--- src/rtl/loop_idx_gen_l1_pkg.sv ---
// Shared layer-1 definitions: loop bounds, sequencer states and the index
// width helper used by the sequencer, its counters and its interface.
package layer1_pkg;

    localparam int L1_KMAX      = 2;
    localparam int L1_JMAX      = 2;
    localparam int L1_LMAX      = 0;
    localparam int L1_NWIN      = 4;
    localparam int ADDER_STAGES = 3;

    typedef enum logic [1:0] {
        IDLE = 2'd0,
        RUN  = 2'd1,
        DONE = 2'd2
    } state_t;

    // Bits needed to hold 0..max_val, never less than one bit so that
    // degenerate loops (max_val == 0) still get a real signal.
    function automatic int idx_w(input int max_val);
        int w;
        w = $clog2(max_val + 1);
        return (w < 1) ? 1 : w;
    endfunction

endpackage

--- src/rtl/loop_idx_gen_l1_if.sv ---
// Control and index bus of the layer-1 loop sequencer. The slave side is the
// sequencer itself; the master side issues start/en and consumes the indices.
interface loop_idx_gen_l1_if
    import layer1_pkg::*;
#(
    parameter int KMAX = L1_KMAX,
    parameter int JMAX = L1_JMAX,
    parameter int LMAX = L1_LMAX,
    parameter int NWIN = L1_NWIN
);

    localparam int KW = idx_w(KMAX);
    localparam int JW = idx_w(JMAX);
    localparam int LW = idx_w(LMAX);
    localparam int WW = idx_w(NWIN - 1);

    logic          start;
    logic          en;
    logic [KW-1:0] k_idx;
    logic [JW-1:0] j_idx;
    logic [LW-1:0] l_idx;
    logic [WW-1:0] win_idx;
    logic          idx_valid;
    logic          k_zero;
    logic          temp_zero;
    logic          win_last;
    logic          done;
    logic          busy;

    modport master (
        output start, en,
        input  k_idx, j_idx, l_idx, win_idx,
        input  idx_valid, k_zero, temp_zero, win_last, done, busy
    );

    modport slave (
        input  start, en,
        output k_idx, j_idx, l_idx, win_idx,
        output idx_valid, k_zero, temp_zero, win_last, done, busy
    );

endinterface

--- src/rtl/loop_idx_gen_l1_wrap_cnt.sv ---
// Wrapping index counter 0..MAX. Advances on inc, returns to 0 after MAX and
// flags that carry on wrap so counters can be chained into a nested loop.
module wrap_cnt
    import layer1_pkg::*;
#(
    parameter  int MAX = 1,
    localparam int W   = idx_w(MAX)
) (
    input  logic         clk,
    input  logic         rst,
    input  logic         inc,
    input  logic         clr,
    output logic [W-1:0] q,
    output logic         wrap
);

    localparam logic [W-1:0] MAX_Q = W'(MAX);

    logic at_max;

    // Equality against the bound keeps non-power-of-two ranges exact.
    assign at_max = (q == MAX_Q);
    assign wrap   = inc && at_max;

    // Index register: reset/clear to zero, otherwise step and wrap on inc.
    always_ff @(posedge clk) begin
        if (!rst) begin
            q <= '0;
        end else if (clr) begin
            q <= '0;
        end else if (inc) begin
            q <= at_max ? '0 : q + W'(1);
        end
    end

endmodule

--- src/rtl/loop_idx_gen_l1.sv ---
// Layer-1 nested loop sequencer. Walks K (inner), J, L (outer) over each
// output window for NWIN windows per frame, and emits the temp_zero/k_zero
// strobes consumed by the downstream R counter.
module loop_idx_gen_l1
    import layer1_pkg::*;
#(
    parameter int KMAX = L1_KMAX,
    parameter int JMAX = L1_JMAX,
    parameter int LMAX = L1_LMAX,
    parameter int NWIN = L1_NWIN
) (
    input logic              clk,
    input logic              rst,
    loop_idx_gen_l1_if.slave bus
);

    localparam int KW = idx_w(KMAX);
    localparam int JW = idx_w(JMAX);
    localparam int LW = idx_w(LMAX);
    localparam int WW = idx_w(NWIN - 1);

    state_t        state_q;
    state_t        state_d;
    logic          first_q;
    logic          first_d;
    logic          run;
    logic          idx_valid;
    logic          clr;
    logic          k_wrap;
    logic          j_wrap;
    logic          l_wrap;
    logic          win_wrap;
    logic [KW-1:0] k_q;
    logic [JW-1:0] j_q;
    logic [LW-1:0] l_q;
    logic [WW-1:0] win_q;

    assign run       = (state_q == RUN);
    assign idx_valid = run && bus.en;
    // Counters are held at zero whenever no frame is running, so a new frame
    // always starts at (0,0,0,0) and the final wrap leaves them at zero too.
    assign clr       = !run;

    // Each counter carries into the next: K -> J -> L -> WIN. The WIN carry
    // is the final iteration of the frame.
    wrap_cnt #(.MAX(KMAX)) u_k (
        .clk  (clk),
        .rst  (rst),
        .inc  (idx_valid),
        .clr  (clr),
        .q    (k_q),
        .wrap (k_wrap)
    );

    wrap_cnt #(.MAX(JMAX)) u_j (
        .clk  (clk),
        .rst  (rst),
        .inc  (k_wrap),
        .clr  (clr),
        .q    (j_q),
        .wrap (j_wrap)
    );

    wrap_cnt #(.MAX(LMAX)) u_l (
        .clk  (clk),
        .rst  (rst),
        .inc  (j_wrap),
        .clr  (clr),
        .q    (l_q),
        .wrap (l_wrap)
    );

    wrap_cnt #(.MAX(NWIN - 1)) u_win (
        .clk  (clk),
        .rst  (rst),
        .inc  (l_wrap),
        .clr  (clr),
        .q    (win_q),
        .wrap (win_wrap)
    );

    // State and first-iteration flag registers.
    always_ff @(posedge clk) begin
        if (!rst) begin
            state_q <= IDLE;
            first_q <= 1'b0;
        end else begin
            state_q <= state_d;
            first_q <= first_d;
        end
    end

    // Next state: start only honoured in IDLE; DONE always lasts one cycle.
    always_comb begin
        state_d = state_q;
        first_d = first_q;
        case (state_q)
            IDLE: begin
                if (bus.start) begin
                    state_d = RUN;
                    first_d = 1'b1;
                end
            end
            RUN: begin
                if (idx_valid) begin
                    first_d = 1'b0;
                end
                if (win_wrap) begin
                    state_d = DONE;
                end
            end
            DONE: begin
                state_d = IDLE;
            end
            default: begin
                state_d = IDLE;
            end
        endcase
    end

    // Strobes are pure functions of state, indices and en, so they are
    // silent in IDLE/DONE and during stalls. k_zero and win_last coincide
    // with the K and L carries respectively.
    assign bus.k_idx     = k_q;
    assign bus.j_idx     = j_q;
    assign bus.l_idx     = l_q;
    assign bus.win_idx   = win_q;
    assign bus.idx_valid = idx_valid;
    assign bus.k_zero    = k_wrap;
    assign bus.temp_zero = idx_valid && first_q;
    assign bus.win_last  = l_wrap;
    assign bus.done      = (state_q == DONE);
    assign bus.busy      = (state_q != IDLE);

endmodule

--- src/flat_wrapper.sv ---
// flat-port wrapper written by rule: the top's interface ports become plain ports
module loop_idx_gen_l1_flat import layer1_pkg::*;
#(
    parameter int KMAX = L1_KMAX,
    parameter int JMAX = L1_JMAX,
    parameter int LMAX = L1_LMAX,
    parameter int NWIN = L1_NWIN
)
  (clk, rst, bus_start, bus_en, bus_k_idx, bus_j_idx, bus_l_idx, bus_win_idx, bus_idx_valid, bus_k_zero, bus_temp_zero, bus_win_last, bus_done, bus_busy);
  loop_idx_gen_l1_if #(.KMAX(KMAX), .JMAX(JMAX), .LMAX(LMAX), .NWIN(NWIN)) bus_i ();
  input logic clk;
  input logic rst;
  input wire logic [$bits(bus_i.start)-1:0] bus_start;
  input wire logic [$bits(bus_i.en)-1:0] bus_en;
  output wire logic [$bits(bus_i.k_idx)-1:0] bus_k_idx;
  output wire logic [$bits(bus_i.j_idx)-1:0] bus_j_idx;
  output wire logic [$bits(bus_i.l_idx)-1:0] bus_l_idx;
  output wire logic [$bits(bus_i.win_idx)-1:0] bus_win_idx;
  output wire logic [$bits(bus_i.idx_valid)-1:0] bus_idx_valid;
  output wire logic [$bits(bus_i.k_zero)-1:0] bus_k_zero;
  output wire logic [$bits(bus_i.temp_zero)-1:0] bus_temp_zero;
  output wire logic [$bits(bus_i.win_last)-1:0] bus_win_last;
  output wire logic [$bits(bus_i.done)-1:0] bus_done;
  output wire logic [$bits(bus_i.busy)-1:0] bus_busy;
  assign bus_i.start = bus_start;
  assign bus_i.en = bus_en;
  assign bus_k_idx = bus_i.k_idx;
  assign bus_j_idx = bus_i.j_idx;
  assign bus_l_idx = bus_i.l_idx;
  assign bus_win_idx = bus_i.win_idx;
  assign bus_idx_valid = bus_i.idx_valid;
  assign bus_k_zero = bus_i.k_zero;
  assign bus_temp_zero = bus_i.temp_zero;
  assign bus_win_last = bus_i.win_last;
  assign bus_done = bus_i.done;
  assign bus_busy = bus_i.busy;
  loop_idx_gen_l1 #(.KMAX(KMAX), .JMAX(JMAX), .LMAX(LMAX), .NWIN(NWIN)) u_core (.clk(clk), .rst(rst), .bus(bus_i));
endmodule
--- config.mk ---
export PLATFORM = sky130hd
export DESIGN_NAME = loop_idx_gen_l1_flat
export DESIGN_NICKNAME = d
export VERILOG_FILES = /design/src/rtl/loop_idx_gen_l1_pkg.sv /design/src/rtl/loop_idx_gen_l1_if.sv /design/src/rtl/loop_idx_gen_l1_wrap_cnt.sv /design/src/rtl/loop_idx_gen_l1.sv /design/src/flat_wrapper.sv
export SDC_FILE = /design/constraint.sdc
export NUM_CORES = 1
export LEC_CHECK = 0
export ABC_AREA = 1
export CORE_AREA = 2 2 39 41
export DETAILED_ROUTE_END_ITERATION = 10
export DIE_AREA = 0 0 41 43
export GPL_ROUTABILITY_DRIVEN = 0
export MAX_ROUTING_LAYER = met4
export PLACE_DENSITY = 0.63
export RECOVER_POWER = 100
export SYNTH_ARGS = -nofsm -noshare
export SYNTH_HDL_FRONTEND = slang
export SYNTH_SLANG_ARGS = --single-unit
--- constraint.sdc ---
create_clock -name clk -period 1.31 [get_ports clk]
set_clock_uncertainty 0.05 [all_clocks]
set_input_delay 0.1965 -clock clk [delete_from_list [all_inputs] [get_ports clk]]
set_output_delay 0.1965 -clock clk [all_outputs]
set_load 0.02 [all_outputs]
# Yosys cells after proc, flatten, opt, wreduce, memory -nomap -nowiden
# Cells that the tools add are included.
[totals]
wordCells = 41
regBits = 10
output_inout_bits = 13
[classes]
eq_ne = 8
bitwise_logic = 1
n_reduce_logical = 12
add_sub_neg = 4
n_mux = 10
[op_table]
columns = ["operator", "n"]
rows = [
  ["$mux 2", 5],
  ["$eq 2x2->1 const B", 4],
  ["$add 2x1->2 const B", 3],
  ["$logic_and 1x1->1", 6],
  ["$ne 2x2->1 const B", 3],
  ["$pmux 2 s2", 1],
  ["$reduce_and 2->1", 2],
  ["$reduce_bool 2->1", 2],
  ["$mux 1", 3],
  ["$reduce_and 3->1", 1],
  ["$eq 2x1->1 const B", 1],
  ["$logic_not 2->1", 1],
  ["$pmux 1 s2", 1],
  ["$add 1x1->1 const B", 1],
  ["$not 1->1", 1],
]

# Longest topological paths before layout
[logic_depth]
ltp_word = 8
mapped_depth = 6
mapped_depth_nobuf = 6

# By module
# Synthesis repeated with hierarchy kept, for this count alone.
[hier_totals]
hier_cells = 67
hier_area_um2 = 460.4
[modules_own_cells]
columns = ["mod", "seq_area_each_um2", "instances", "cells_per_inst", "area_each_um2"]
rows = [
  ["wrap_cnt at u_core.u_j ...", 40.0, 2, 14, 95.1],
  ["loop_idx_gen_l1", 60.1, 1, 20, 142.6],
  ["wrap_cnt at u_core.u_win", 40.0, 1, 16, 108.9],
  ["wrap_cnt at u_core.u_l", 0.0, 1, 3, 18.8],
]

# Worst setup path after synthesis
# Ideal clock, no wire load.
[synth_path]
path_type = "reg2out"
from = "register u_core.u_k.q[1]"
to = "output bus_win_last"
slack_ps = -292
path_buffers = 0
path_stages_with_launch = 3
t_arrival_ps = 1356
required_time_ps = 1063
cell_sequence = "dfxtp_1 nand2_1 nor4_1"
[synth_via]
elab_chain_cells = 4
[synth_lines]
columns = ["item", "line", "text"]
rows = [
  ["start: declaration", "loop_idx_gen_l1_wrap_cnt.sv:13", "output logic [W-1:0] q,"],
  ["start signal: assignment", "loop_idx_gen_l1_wrap_cnt.sv:32", "q <= at_max ? '0 : q + W'(1);"],
  ["$eq 2x2->1", "loop_idx_gen_l1_wrap_cnt.sv:22", "assign at_max = (q == MAX_Q);"],
  ["$logic_and 1x1->1 (3 in a row)", "loop_idx_gen_l1_wrap_cnt.sv:23", "assign wrap = inc && at_max;"],
  ["end: declaration", "flat_wrapper.sv:22", "output wire logic [$bits(bus_i.win_last)-1:0] bus_win_last;"],
]
# No other way between the ends.

# Final worst setup path
[layout_path]
from = "register u_core.state_q[1]"
to = "output bus_k_zero"
[layout_via]
elab_chain_cells = 3
[layout_lines]
columns = ["item", "line", "text"]
rows = [
  ["start: declaration", "loop_idx_gen_l1.sv:22", "state_t state_q;"],
  ["start signal: assignment", "loop_idx_gen_l1.sv:88", "state_q <= state_d;"],
  ["$eq 2x1->1", "loop_idx_gen_l1.sv:38", "assign run = (state_q == RUN);"],
  ["$logic_and 1x1->1", "loop_idx_gen_l1.sv:39", "assign idx_valid = run && bus.en;"],
  ["$logic_and 1x1->1", "loop_idx_gen_l1_wrap_cnt.sv:23", ""],
  ["end: declaration", "flat_wrapper.sv:20", "output wire logic [$bits(bus_i.k_zero)-1:0] bus_k_zero;"],
]
# No other way between the ends.

==> results by group <==
Placement
  • IO buf count: 15
  • Post-detail-place hpwl: 788.3 um
  • Setup WS pre-CTS: -0.6075 ns
  • Placed Cells: 102

Layout
  • Layout overhead on the synthesized area: 70.41%
  • Antenna Cells: 0
  • FF+latch area: 186.4 sq um
  • Post-route non-filler standard cell count: 110
  • Final-stage net count: 100
  • Area of the multi-input gates: 256.5 sq um
  • Fillers: 139
  • Share of post-route cells with drive strength above 1: 0.4255

Critical path
  • Critical path, cell by cell: inv_2 -> nand3_4 -> buf_12 -> nor2_8 -> buf_6
  • FF-to-FF path depth: 8
  • CP startpoint kind: flip-flop
  • Req. time, crit path: 1.06 ns
  • WS Path Type: reg -> out
  • Slowest CP cell: dfxtp_2
  • Crit-path max FO: 5
  • Origin of the critical flop-to-flop path: u_core.state_q[1]$_SDFFE_PN0P_
  • CP arrival: 1.13 ns
  • CP endpoint kind: output pin
  • Max incr delay on CP: 0.33 ns
  • Worst r2r dst: u_core.state_q[0]$_SDFFE_PN0P_
  • Reg2Reg Setup Slack: 0.05 ns

Synthesis
  • Cell area after synthesis: 456.7 sq um
  • Cells after Synth: 62
  • XOR/XNOR Fraction of Synth Area: 0
  • Post-synthesis mux area share: 0
  • Syn Area/Cell: 7.366 sq um
  • Synth Area in Compound Gates: 0.09315
  • Post-synth cell types: 18
  • Synthesized flop and latch total: 9
  • Simple logic cell fraction of the synthesized area: 0.3781
  • Yosys warns: 0
  • Synth Area in Adders: 0.02740
  • Post-synth net total: 67
  • Combinational family with the most area after synthesis: simple AND/OR/NAND/NOR gates
  • Sequential share of the synthesized area: 0.3945

Global routing
  • Initial antenna violation count: 0
  • Global Route Usage Sum: 0.1515
  • Vias in the first global route: 481
  • Grt total ovfl: 0
  • First-pass GRT wire length: 1752 um
  • Largest net degree at the start of global routing: 10

Route
  • Via count: 503
  • WL/cell: 10.38 um
  • Initial DRC Count: 8
  • Detailed-route vias per instance: 4.573
  • Total Wirelength: 1142 um
  • DRT Pass-1 Iters: 4
  • Routed Antenna Nets: 0
  • # DRC: 0

Hold path
  • Min-delay src: bus_en
  • Worst Hold Class: in -> reg
  • Worst Hold Path EP: u_core.u_k.q[1]$_SDFFE_PN0P_
  • Hold-critical path depth: 4

Timing
  • Tcrit/Tclk final: 1.049
  • Pins Over Slew Limit: 0
  • Final Hold Fails: 0
  • PnR worst setup slack: -0.06388 ns
  • RSZ-0062 raised after global routing: yes
  • FMAX: 727.9 MHz
  • Min Tclk post-route: 1.374 ns
  • Setup-failing EPs final: 2

Clock tree
  • Hold Buf Count CTS: 0
  • Clock transition at path regs: 0.07 ns
  • Sink Count: 9
  • TritonCTS Buffers: 3
  • CTS Root Cell: clkbuf_4
  • CTS tree: yes
  • Max Buffers Root-to-Sink: 2
  • Skew-Pair Late Insertion Delay: 0.26 ns
  • H-tree levels: 1

Flow run
  • Max-Cap Viols: 0

Power and ir drop
  • Logic pwr share: 0.207
  • Sequential group share of total power: 0.451
  • Clk network pwr share: 0.341
  • Tot Pwr: 0.6470 mW
  • Peak supply drop: 0.0005369 V
  • PwrDens: 831.4 nW/um^2
  • Leak: 0.3748 nW
  • Net Sw Power: 0.1816 mW
  • Internal: 0.4655 mW
  • Switching part of the total: 0.2806

Floorplanning
  • Io pins: 17
  • Die H: 43 um
  • Core footprint: 1384 sq um
  • Die area: 1763 sq um
  • Die Wd: 41 um
  • Starting Density: 0.3300
  • Core Rows: 14

Run status
  • Failing checks: setup timing
  • Status: complete, but fails checks
-- Yosys cell counts --
cell type   n  area, sq um
buf_4       1        7.510
nand3_4     1        17.52
inv_1      10        37.54
nor4_1      1        6.260
nor2_8      1        20.02
nand3_1     3        15.01
nor2_1     13        48.80
conb_1      1        3.750
a21oi_1     4        20.02
nor2_4      1        11.26
nand3_2     1        10.01
nand2_1    10        37.54
ha_1        1        12.51
or2_2       1        6.260
o31ai_1     1        7.510
dfxtp_1     9        180.2
o21ai_1     1        5.000
o21ai_0     2        10.01
-- final cells by class --
cell class	count	share of cell area
Sequential cell	9	0.2396
Clock buffer	4	0.03376
Multi-Input combinational cell	42	0.3296
Inverter	10	0.04823
Timing Repair Buffer	29	0.3232
Tap cell	16	0.02572
-- power by group through the flow --
stage,combinational [mW],clock (mW),sequential (mW)
after floorplan,0.0597,0,0.302
after global placement,0.120,0,0.297
after detailed placement,0.121,0,0.297
after CTS,0.124,0.231,0.290
after global routing,0.145,0.242,0.293
final,0.134,0.221,0.292
-- registers in the layout, summed over array words and instances, names as in the netlist --
register and flops:
u_core.u_win.q 2, u_core.u_k.q 2, u_core.first_q 1, u_core.state_q 2, u_core.u_j.q 2
-- logic make-up after synthesis --
family | count (synthesis)
buf+inv | 11
simple gates | 32
fa+ha+maj | 1
compound gates | 8
flops | 9
other cells | 1
-- per-stage QoR --
step	setup TNS (ns)	util	hold WS [ns]	instance area, sq um
finish	-0.08619	0.5624	0.4438	778.2
global route	-0.2886	0.5624	0.4799	778.2
CTS	-0.1714	0.5307	0.4364	734.5
detailed placement	-3.681	0.5127	0.4222	709.4
global placement	-3.361	0.5127	0.4287	709.4
floorplan	0	-	0.2981	471.7
-- critical path, delay by kind of cell, from the launching register on --
kind / cells / cell delay, ns
buf+inv: 3 / 0.35
flops: 1 / 0.33
simple gates: 2 / 0.19
-- how the worst max path moves through the flow --
| stage | startpoint | to |
|---|---|---|
| after detailed placement | bus_en | bus_win_last |
| final | u_core.state_q[1]$_SDFFE_PN0P_ | bus_k_zero |
| after global routing | u_core.state_q[1]$_SDFFE_PN0P_ | bus_k_zero |
| after global placement | bus_en | bus_win_last |
| after CTS | u_core.state_q[1]$_SDFFE_PN0P_ | bus_k_zero |
| after floorplan | u_core.u_k.q[1]$_SDFFE_PN0P_ | bus_win_last |
-- routing by layer --
metal  vias to the layer above  track usage  share of wire
met5                         -            -              0
met1                       233       0.1262           0.36
met3                         0      0.07853          0.070
met4                         0      0.04000              0
li1                        254            -              -
met2                        16       0.2719           0.57
-- placed cells by master (no fill, tap or decap), drive strengths merged --
cell type and instances:
inv 10, dfxtp 9, dlygate4sd2 3, o31ai 1, conb 1, nor4 1
o21ai 3, or2 1, nor2 15, nand3 5, nand2 10, ha 1
buf 20, clkdlybuf4s50 2, clkdlybuf4s15 4, a21oi 4, clkbuf 4
-- what timing repair did --
item | CTS | global route
endpoints found under the setup margin | 12 | 11
gates resized for setup | 41 | 12
setup buffers | 1 | 3
pin swaps | 0 | 0
Power figures use the tool's default switching activity.
